`config.mk`:
```
export PLATFORM = sky130hd
export DESIGN_NAME = bcd_converter
export DESIGN_NICKNAME = d
export VERILOG_FILES = /design/src/rtl/bcd_pkg.sv /design/src/rtl/bcd_converter_digit_adj.sv /design/src/rtl/bcd_converter.sv
export SDC_FILE = /design/constraint.sdc
export NUM_CORES = 1
export LEC_CHECK = 0
export BUFFER_PORTS_ARGS = -buffer_cell sky130_fd_sc_hd__clkbuf_2
export CORE_MARGIN = 2
export CORE_UTILIZATION = 52
export CTS_CLUSTER_SIZE = 20
export DETAILED_ROUTE_END_ITERATION = 16
export PLACE_DENSITY = 0.73
export RECOVER_POWER = 100
export SLEW_MARGIN = 10
export SYNTH_ARGS = -nofsm -noshare
export SYNTH_HDL_FRONTEND = slang
export SYNTH_SLANG_ARGS = --single-unit
```
`constraint.sdc`:
```
create_clock -name clk_in -period 1.7 [get_ports clk_in]
set_input_delay 0.255 -clock clk_in [delete_from_list [all_inputs] [get_ports clk_in]]
set_output_delay 0.255 -clock clk_in [all_outputs]
set_load 0.02 [all_outputs]
```
`src/rtl/bcd_pkg.sv`:
```
// -----------------------------------------------------------------------------
// bcd_pkg
// Shared definitions for the sequential binary-to-BCD converter:
//   - state_e    : converter FSM states (IDLE, CONVERT, DONE)
//   - CNT_W      : width of the iteration counter, clog2(BIN_W+1)
//   - MAX_VAL    : largest value representable in BCD_DIGITS digits
//   - SAT_BCD    : all-nines pattern presented when a value saturates
//   - BLANK_RST  : leading-zero mask of a zero value (every digit but 0 blank)
//   - lz_mask()  : leading-zero mask of a packed BCD word
// The module parameters of bcd_converter default to BCD_BIN_W / BCD_DIGITS;
// the constants here are sized for those defaults.
// -----------------------------------------------------------------------------
package bcd_pkg;

    localparam int BCD_BIN_W  = 27;
    localparam int BCD_DIGITS = 8;
    localparam int CNT_W      = $clog2(BCD_BIN_W + 1);

    localparam logic [BCD_BIN_W-1:0]    MAX_VAL   = 27'd99_999_999;
    localparam logic [4*BCD_DIGITS-1:0] SAT_BCD   = 32'h9999_9999;
    localparam logic [BCD_DIGITS-1:0]   BLANK_RST = 8'b1111_1110;

    typedef enum logic [1:0] {
        ST_IDLE    = 2'd0,
        ST_CONVERT = 2'd1,
        ST_DONE    = 2'd2
    } state_e;

    // Scan from the most significant digit down: a digit is blank while it
    // and every digit above it are zero. Digit 0 is always shown.
    function automatic logic [BCD_DIGITS-1:0] lz_mask(
        input logic [4*BCD_DIGITS-1:0] bcd
    );
        logic [BCD_DIGITS-1:0] mask;
        logic                  zero_run;
        mask     = {BCD_DIGITS{1'b0}};
        zero_run = 1'b1;
        for (int i = BCD_DIGITS - 1; i >= 1; i--) begin
            zero_run = zero_run & (bcd[4*i +: 4] == 4'd0);
            mask[i]  = zero_run;
        end
        return mask;
    endfunction

endpackage

```
`src/rtl/bcd_converter_digit_adj.sv`:
```
// -----------------------------------------------------------------------------
// bcd_digit_adj
// Combinational double-dabble correction cell for one BCD digit: if the digit
// is 5 or more, add 3 so that the following left shift carries correctly into
// the next decimal digit. The add is 4-bit and wraps; no carry leaves the cell.
// Ports:
//   digit    in  [3:0]  digit before correction
//   adjusted out [3:0]  digit after correction
// -----------------------------------------------------------------------------
module bcd_digit_adj (
    input  logic [3:0] digit,
    output logic [3:0] adjusted
);

    // Add-3 correction for digits 5..15.
    always_comb begin
        adjusted = digit;
        if (digit >= 4'd5) begin
            adjusted = digit + 4'd3;
        end else begin
            adjusted = digit;
        end
    end

endmodule

```
`src/rtl/bcd_converter.sv`:
```
// -----------------------------------------------------------------------------
// bcd_converter
// Sequential binary-to-BCD converter (shift-and-add-3). One value is converted
// per request over a fixed BIN_W+1 cycles; results are held between
// conversions. Values above 10^DIGITS-1 saturate to all nines and set
// overflow_out. blank_out marks leading-zero digits for the display driver.
// Ports:
//   clk_in        in   1         system clock, rising edge
//   rst_n_in      in   1         asynchronous active-low reset
//   start_in      in   1         conversion request (honoured in IDLE/DONE)
//   bin_in        in   BIN_W     unsigned value, captured on the accepting edge
//   busy_out      out  1         high while in CONVERT
//   done_out      out  1         one-cycle pulse when results update
//   bcd_out       out  4*DIGITS  packed BCD, digit 0 in [3:0]
//   overflow_out  out  1         last captured value exceeded 10^DIGITS-1
//   blank_out     out  DIGITS    leading-zero mask, bit 0 never set
// -----------------------------------------------------------------------------
module bcd_converter
    import bcd_pkg::*;
#(
    parameter int BIN_W  = BCD_BIN_W,
    parameter int DIGITS = BCD_DIGITS
) (
    input  logic                  clk_in,
    input  logic                  rst_n_in,
    input  logic                  start_in,
    input  logic [BIN_W-1:0]      bin_in,
    output logic                  busy_out,
    output logic                  done_out,
    output logic [4*DIGITS-1:0]   bcd_out,
    output logic                  overflow_out,
    output logic [DIGITS-1:0]     blank_out
);

    localparam int CTR_W = $clog2(BIN_W + 1);

    // FSM state
    state_e state_r;
    state_e next_state_s;

    // FSM controls
    logic load_s;     // capture bin_in and restart the conversion
    logic step_s;     // one add-3 / shift iteration
    logic finish_s;   // register results and pulse done_out

    // Datapath
    logic [BIN_W-1:0]    sr_r;          // binary shift register
    logic [4*DIGITS-1:0] acc_r;         // BCD accumulator
    logic [CTR_W-1:0]    cnt_r;         // remaining iterations
    logic                ovf_r;         // captured value out of range
    logic [4*DIGITS-1:0] adj_s;         // accumulator after add-3 correction
    logic [4*DIGITS-1:0] acc_shift_s;   // accumulator after the left shift
    logic [BIN_W-1:0]    sr_shift_s;    // shift register after the left shift

    // Per-digit add-3 correction cells.
    genvar g;
    generate
        for (g = 0; g < DIGITS; g++) begin : g_adj
            bcd_digit_adj u_adj (
                .digit    (acc_r[4*g +: 4]),
                .adjusted (adj_s[4*g +: 4])
            );
        end
    endgenerate

    // Combined {accumulator, shift register} left shift after correction.
    always_comb begin
        acc_shift_s = {adj_s[4*DIGITS-2:0], sr_r[BIN_W-1]};
        sr_shift_s  = {sr_r[BIN_W-2:0], 1'b0};
    end

    // FSM state register.
    always_ff @(posedge clk_in or negedge rst_n_in) begin
        if (!rst_n_in) begin
            state_r <= ST_IDLE;
        end else begin
            state_r <= next_state_s;
        end
    end

    // FSM next-state and control decode.
    always_comb begin
        next_state_s = state_r;
        load_s       = 1'b0;
        step_s       = 1'b0;
        finish_s     = 1'b0;
        case (state_r)
            ST_IDLE: begin
                if (start_in) begin
                    load_s       = 1'b1;
                    next_state_s = ST_CONVERT;
                end else begin
                    next_state_s = ST_IDLE;
                end
            end
            ST_CONVERT: begin
                // start_in is deliberately ignored here: requests while busy
                // are dropped. A counter of 0 is unreachable but also exits,
                // so a corrupted counter cannot trap the FSM.
                step_s = 1'b1;
                if (cnt_r <= CTR_W'(1)) begin
                    next_state_s = ST_DONE;
                end else begin
                    next_state_s = ST_CONVERT;
                end
            end
            ST_DONE: begin
                finish_s = 1'b1;
                if (start_in) begin
                    load_s       = 1'b1;
                    next_state_s = ST_CONVERT;
                end else begin
                    next_state_s = ST_IDLE;
                end
            end
            default: begin
                next_state_s = ST_IDLE;
            end
        endcase
    end

    // Conversion datapath: capture, iterate, hold.
    always_ff @(posedge clk_in or negedge rst_n_in) begin
        if (!rst_n_in) begin
            sr_r  <= '0;
            acc_r <= '0;
            cnt_r <= '0;
            ovf_r <= 1'b0;
        end else if (load_s) begin
            sr_r  <= bin_in;
            acc_r <= '0;
            cnt_r <= CTR_W'(BIN_W);
            ovf_r <= (bin_in > MAX_VAL);
        end else if (step_s) begin
            sr_r  <= sr_shift_s;
            acc_r <= acc_shift_s;
            cnt_r <= cnt_r - CTR_W'(1);
            // A bit shifted out of the top digit can only come from an
            // out-of-range value; folding it in keeps the flag sticky even if
            // the capture-time compare were ever bypassed.
            ovf_r <= ovf_r | adj_s[4*DIGITS-1];
        end else begin
            sr_r  <= sr_r;
            acc_r <= acc_r;
            cnt_r <= cnt_r;
            ovf_r <= ovf_r;
        end
    end

    // Registered outputs; results change only on the edge leaving DONE.
    always_ff @(posedge clk_in or negedge rst_n_in) begin
        if (!rst_n_in) begin
            busy_out     <= 1'b0;
            done_out     <= 1'b0;
            bcd_out      <= '0;
            overflow_out <= 1'b0;
            blank_out    <= BLANK_RST;
        end else begin
            busy_out <= (next_state_s == ST_CONVERT);
            done_out <= finish_s;
            if (finish_s) begin
                overflow_out <= ovf_r;
                if (ovf_r) begin
                    bcd_out   <= SAT_BCD;
                    blank_out <= '0;
                end else begin
                    bcd_out   <= acc_r;
                    blank_out <= lz_mask(acc_r);
                end
            end else begin
                bcd_out      <= bcd_out;
                overflow_out <= overflow_out;
                blank_out    <= blank_out;
            end
        end
    end

endmodule

```
==> flow_metrics.py <==
metrics = {
    "status": {
        "status": "complete, no violations",
    },
    "synthesis": {
        "synth_ff_type": "dfrtp_1",
        "async_flop_share": 1.00,
        "ys_types": 45,
        "syn_inst": 511,
        "syn_nets": 566,
        "synth_edf_count": 0,
        "ys_ff_latch": 109,
        "yosysWarnings": 0,
        "postSynthAreaPerCell_sq_um": 10.2,
        "seq_area_frac_synth": 0.527,
        "syn-cell-area_sq_mm": 0.00519,
    },
    "worst_setup_path": {
        "critPathCaptureType": "register",
        "timing.rr.start": "acc_r[12]$_DFFE_PN0P_",
        "r2r_cells": 5,
        "critPathCapture": "blank_out[1]$_DFFE_PN1N_",
        "crit_type": "register to register",
        "r2r_slack_ns": 0.06,
        "start_kind": "register",
        "crit_start": "acc_r[12]$_DFFE_PN0P_",
        "cp_max_fo": 5,
        "cp.arrival_ns": 1.95,
        "r2r-end": "blank_out[1]$_DFFE_PN1N_",
        "required_ns": 2.01,
    },
    "sta": {
        "setup_viol": 0,
        "setup_tns_ns": 0,
        "maxSlewViolCount": 0,
        "max_freq_ghz": 0.609,
        "max-slew-margin-rel": 0.387,
        "worst_pin_slew_ns": 0.920,
        "min_period_ns": 1.64,
        "hold_ws_ns": 0.0812,
        "clock_skew_ns": 0.0116,
        "hold_viol": 0,
        "finalCritPeriodShare": 0.966,
        "rsz0062_at_grt": "no",
    },
    "grt": {
        "grt_max_degree": 74,
        "antenna_found_initial": 0,
        "grt_overflow_total": 0,
        "grt_first_pass_wirelength_mm": 18.7,
        "grt_pass1_vias": 3823,
        "grt_usage": 0.214,
    },
    "power": {
        "p_leak_nw": 2.69,
        "vdd_drop_max_mv": 0.748,
        "powerDensity_mw_per_mm2": 1760,
    },
    "cts": {
        "cts_sinks": 109,
        "cts_root_buf": "clkbuf_8",
        "cts_tree": "yes",
        "htreeDepth": 3,
        "path_clk_slew_ns": 0.10,
        "clk_path_buf_depth": 2,
        "insertion_delay_ns": 0.38,
        "cts_setup_buffers": 0,
        "cts_inserted_buffers": 9,
    },
    "floorplan": {
        "ios": 73,
        "rows": 36,
        "die-width_um": 104,
        "initial_utilization": 0.534,
        "dieArea_sq_mm": 0.0108,
        "die_h_um": 104,
        "core_sq_mm": 0.00973,
    },
    "drt": {
        "viasPerCell": 5.56,
        "wl_per_cell_um": 15.4,
        "wirelength_mm": 11.1,
        "dr_total_vias": 3985,
        "drt_iter0_drc": 218,
        "ant_nets": 0,
        "firstDrtPassIters": 4,
        "route.detailed.drc": 0,
    },
    "layout": {
        "drive_gt1_frac": 0.134,
        "nNetsFinal": 634,
        "n_antenna_cell": 0,
        "area_growth_pct": 12.1,
    },
    "placed_design": {
        "numPortBuffers": 71,
        "place_congestion": 0.825,
        "place_hpwl_mm": 7.30,
    },
    "run": {
        "max-cap-violations": 0,
    },
    "min_path": {
        "hold_class": "primary input to register",
    },
}
==> area by class of cell <==
| class | instances | area [sq um] |
|---|---|---|
| Timing Repair Buffer | 86 | 422 |
| Clock inverter | 4 | 23.8 |
| Multi-Input combinational cell | 354 | 2260 |
| Tap cell | 133 | 166 |
| Sequential cell | 109 | 2740 |
| Clock buffer | 12 | 145 |
| Inverter | 19 | 71.3 |
| Fill cell | 903 | 3910 |
==> power by group <==
part | leakage [nW] | total (mW) | switching, mW | internal, mW
clock | 0.0901 | 1.44 | 0.868 | 0.571
sequential | 1.38 | 4.33 | 0.795 | 3.53
combinational | 1.22 | 4.46 | 2.60 | 1.86
total | 2.69 | 10.2 | 4.26 | 5.96
==> layout by cell type (no fill, tap or decap), types with 9 or more instances in the layout <==
cell type / count
nand2b_1: 21
clkbuf_2: 31
o22ai_1: 12
o31ai_1: 19
inv_1: 15
a32o_1: 9
xnor2_1: 9
clkbuf_1: 46
a22o_1: 10
a22oi_1: 27
nand2_1: 97
nor2_1: 23
ha_1: 25
clkbuf_8: 10
dfrtp_1: 102
a21oi_1: 10
o21ai_0: 33
==> critical path, cell delays in order, from the launching register on <==
cell	delay [ns]
dfrtp_1	0.45
inv_2	0.11
ha_1	0.19
nand4_1	0.12
or4b_1	0.53
o21ai_1	0.15
==> cell usage after synthesis (all sizes together) (2+ instances only) <==
master	count	area (sq um)
inv	19	71.3
a32o	9	90.1
nor2	25	104
o22ai	12	75.1
xnor2	9	78.8
clkbuf	14	52.6
nor3b	8	60.1
dfstp	7	184
nor3	4	20.0
nor4	3	33.8
nand2	98	370
nand3	2	10.0
a22o	10	87.6
dfrtp	102	2550
o21ai	36	180
a21o	3	22.5
o211ai	2	15.0
nand2b	21	139
buf	16	91.3
xor2	2	17.5
o31ai	19	143
nand4	3	25.0
ha	25	313
o32ai	3	26.3
a22oi	27	203
a21oi	15	75.1
mux2i	8	80.1
==> through the flow <==
| stage | utilization | std cells | total power, mW | setup slack (ns) | area [sq um] |
|---|---|---|---|---|---|
| global route | 0.598 | 717 | 11.1 | 0.000109 | 5820 |
| finish | 0.598 | 717 | 10.2 | 0.0571 | 5820 |
| detailed placement | 0.588 | 699 | 8.82 | 0.0504 | 5720 |
| global placement | 0.588 | 699 | 8.58 | 0.101 | 5720 |
| floorplan | - | 511 | 7.60 | 0.250 | 5190 |
| CTS | 0.606 | 716 | 10.3 | 0.00599 | 5900 |
==> logic make-up (layout without fill, tap and decap cells) <==
| group | count (synthesis) | count (layout) | synth area share |
|---|---|---|---|
| xor gates and xnor gates | 11 | 11 | 0.0186 |
| AOI/OAI and AO/OA | 138 | 138 | 0.180 |
| adders and majority gates | 25 | 25 | 0.0602 |
| buffers and inverters | 49 | 121 | 0.0414 |
| DFF | 109 | 109 | 0.527 |
| and+or+nand+nor | 169 | 170 | 0.154 |
| muxes | 9 | 9 | 0.0176 |
| other | 1 | 1 | 0.000722 |
==> per-layer routing <==
metal	wire length, um	GRT usage	vias up
met1	5350	0.310	1930
met3	528	0.0307	15
met2	4990	0.324	113
met5	0	0	-
li1	-	-	1927
met4	197	0.0907	0
==> flip-flops by register name, summed over array words and instances, names as in the netlist <==
signal	count
sr_r	27
blank_out	7
busy_out	1
done_out	1
state_r	2
acc_r	32
ovf_r	1
cnt_r	5
bcd_out	32
overflow_out	1
==> how the worst min path moves through the flow <==
| stage | startpoint | endpoint | slack (ns) | depth (start not counted) |
|---|---|---|---|---|
| after global placement | rst_n_in | bcd_out[26]$_DFFE_PN0N_ | 0.26 | 1 |
| after global routing | bin_in[5] | sr_r[5]$_DFFE_PN0P_ | 0.09 | 3 |
| after CTS | bin_in[7] | sr_r[7]$_DFFE_PN0P_ | 0.07 | 3 |
| final | bin_in[7] | sr_r[7]$_DFFE_PN0P_ | 0.08 | 3 |
| after detailed placement | rst_n_in | bcd_out[28]$_DFFE_PN0N_ | 0.26 | 1 |
| after floorplan | rst_n_in | acc_r[0]$_DFFE_PN0P_ | -0.04 | 0 |
==> repair_timing <==
| action | CTS | global route |
|---|---|---|
| hold buffers | 1 | 0 |
| setup endpoints to repair | 0 | 48 |
| gates resized for setup | 0 | 11 |
| endpoints found under the hold margin | 27 | 0 |
No activity file was read; power rests on OpenSTA's default activity.
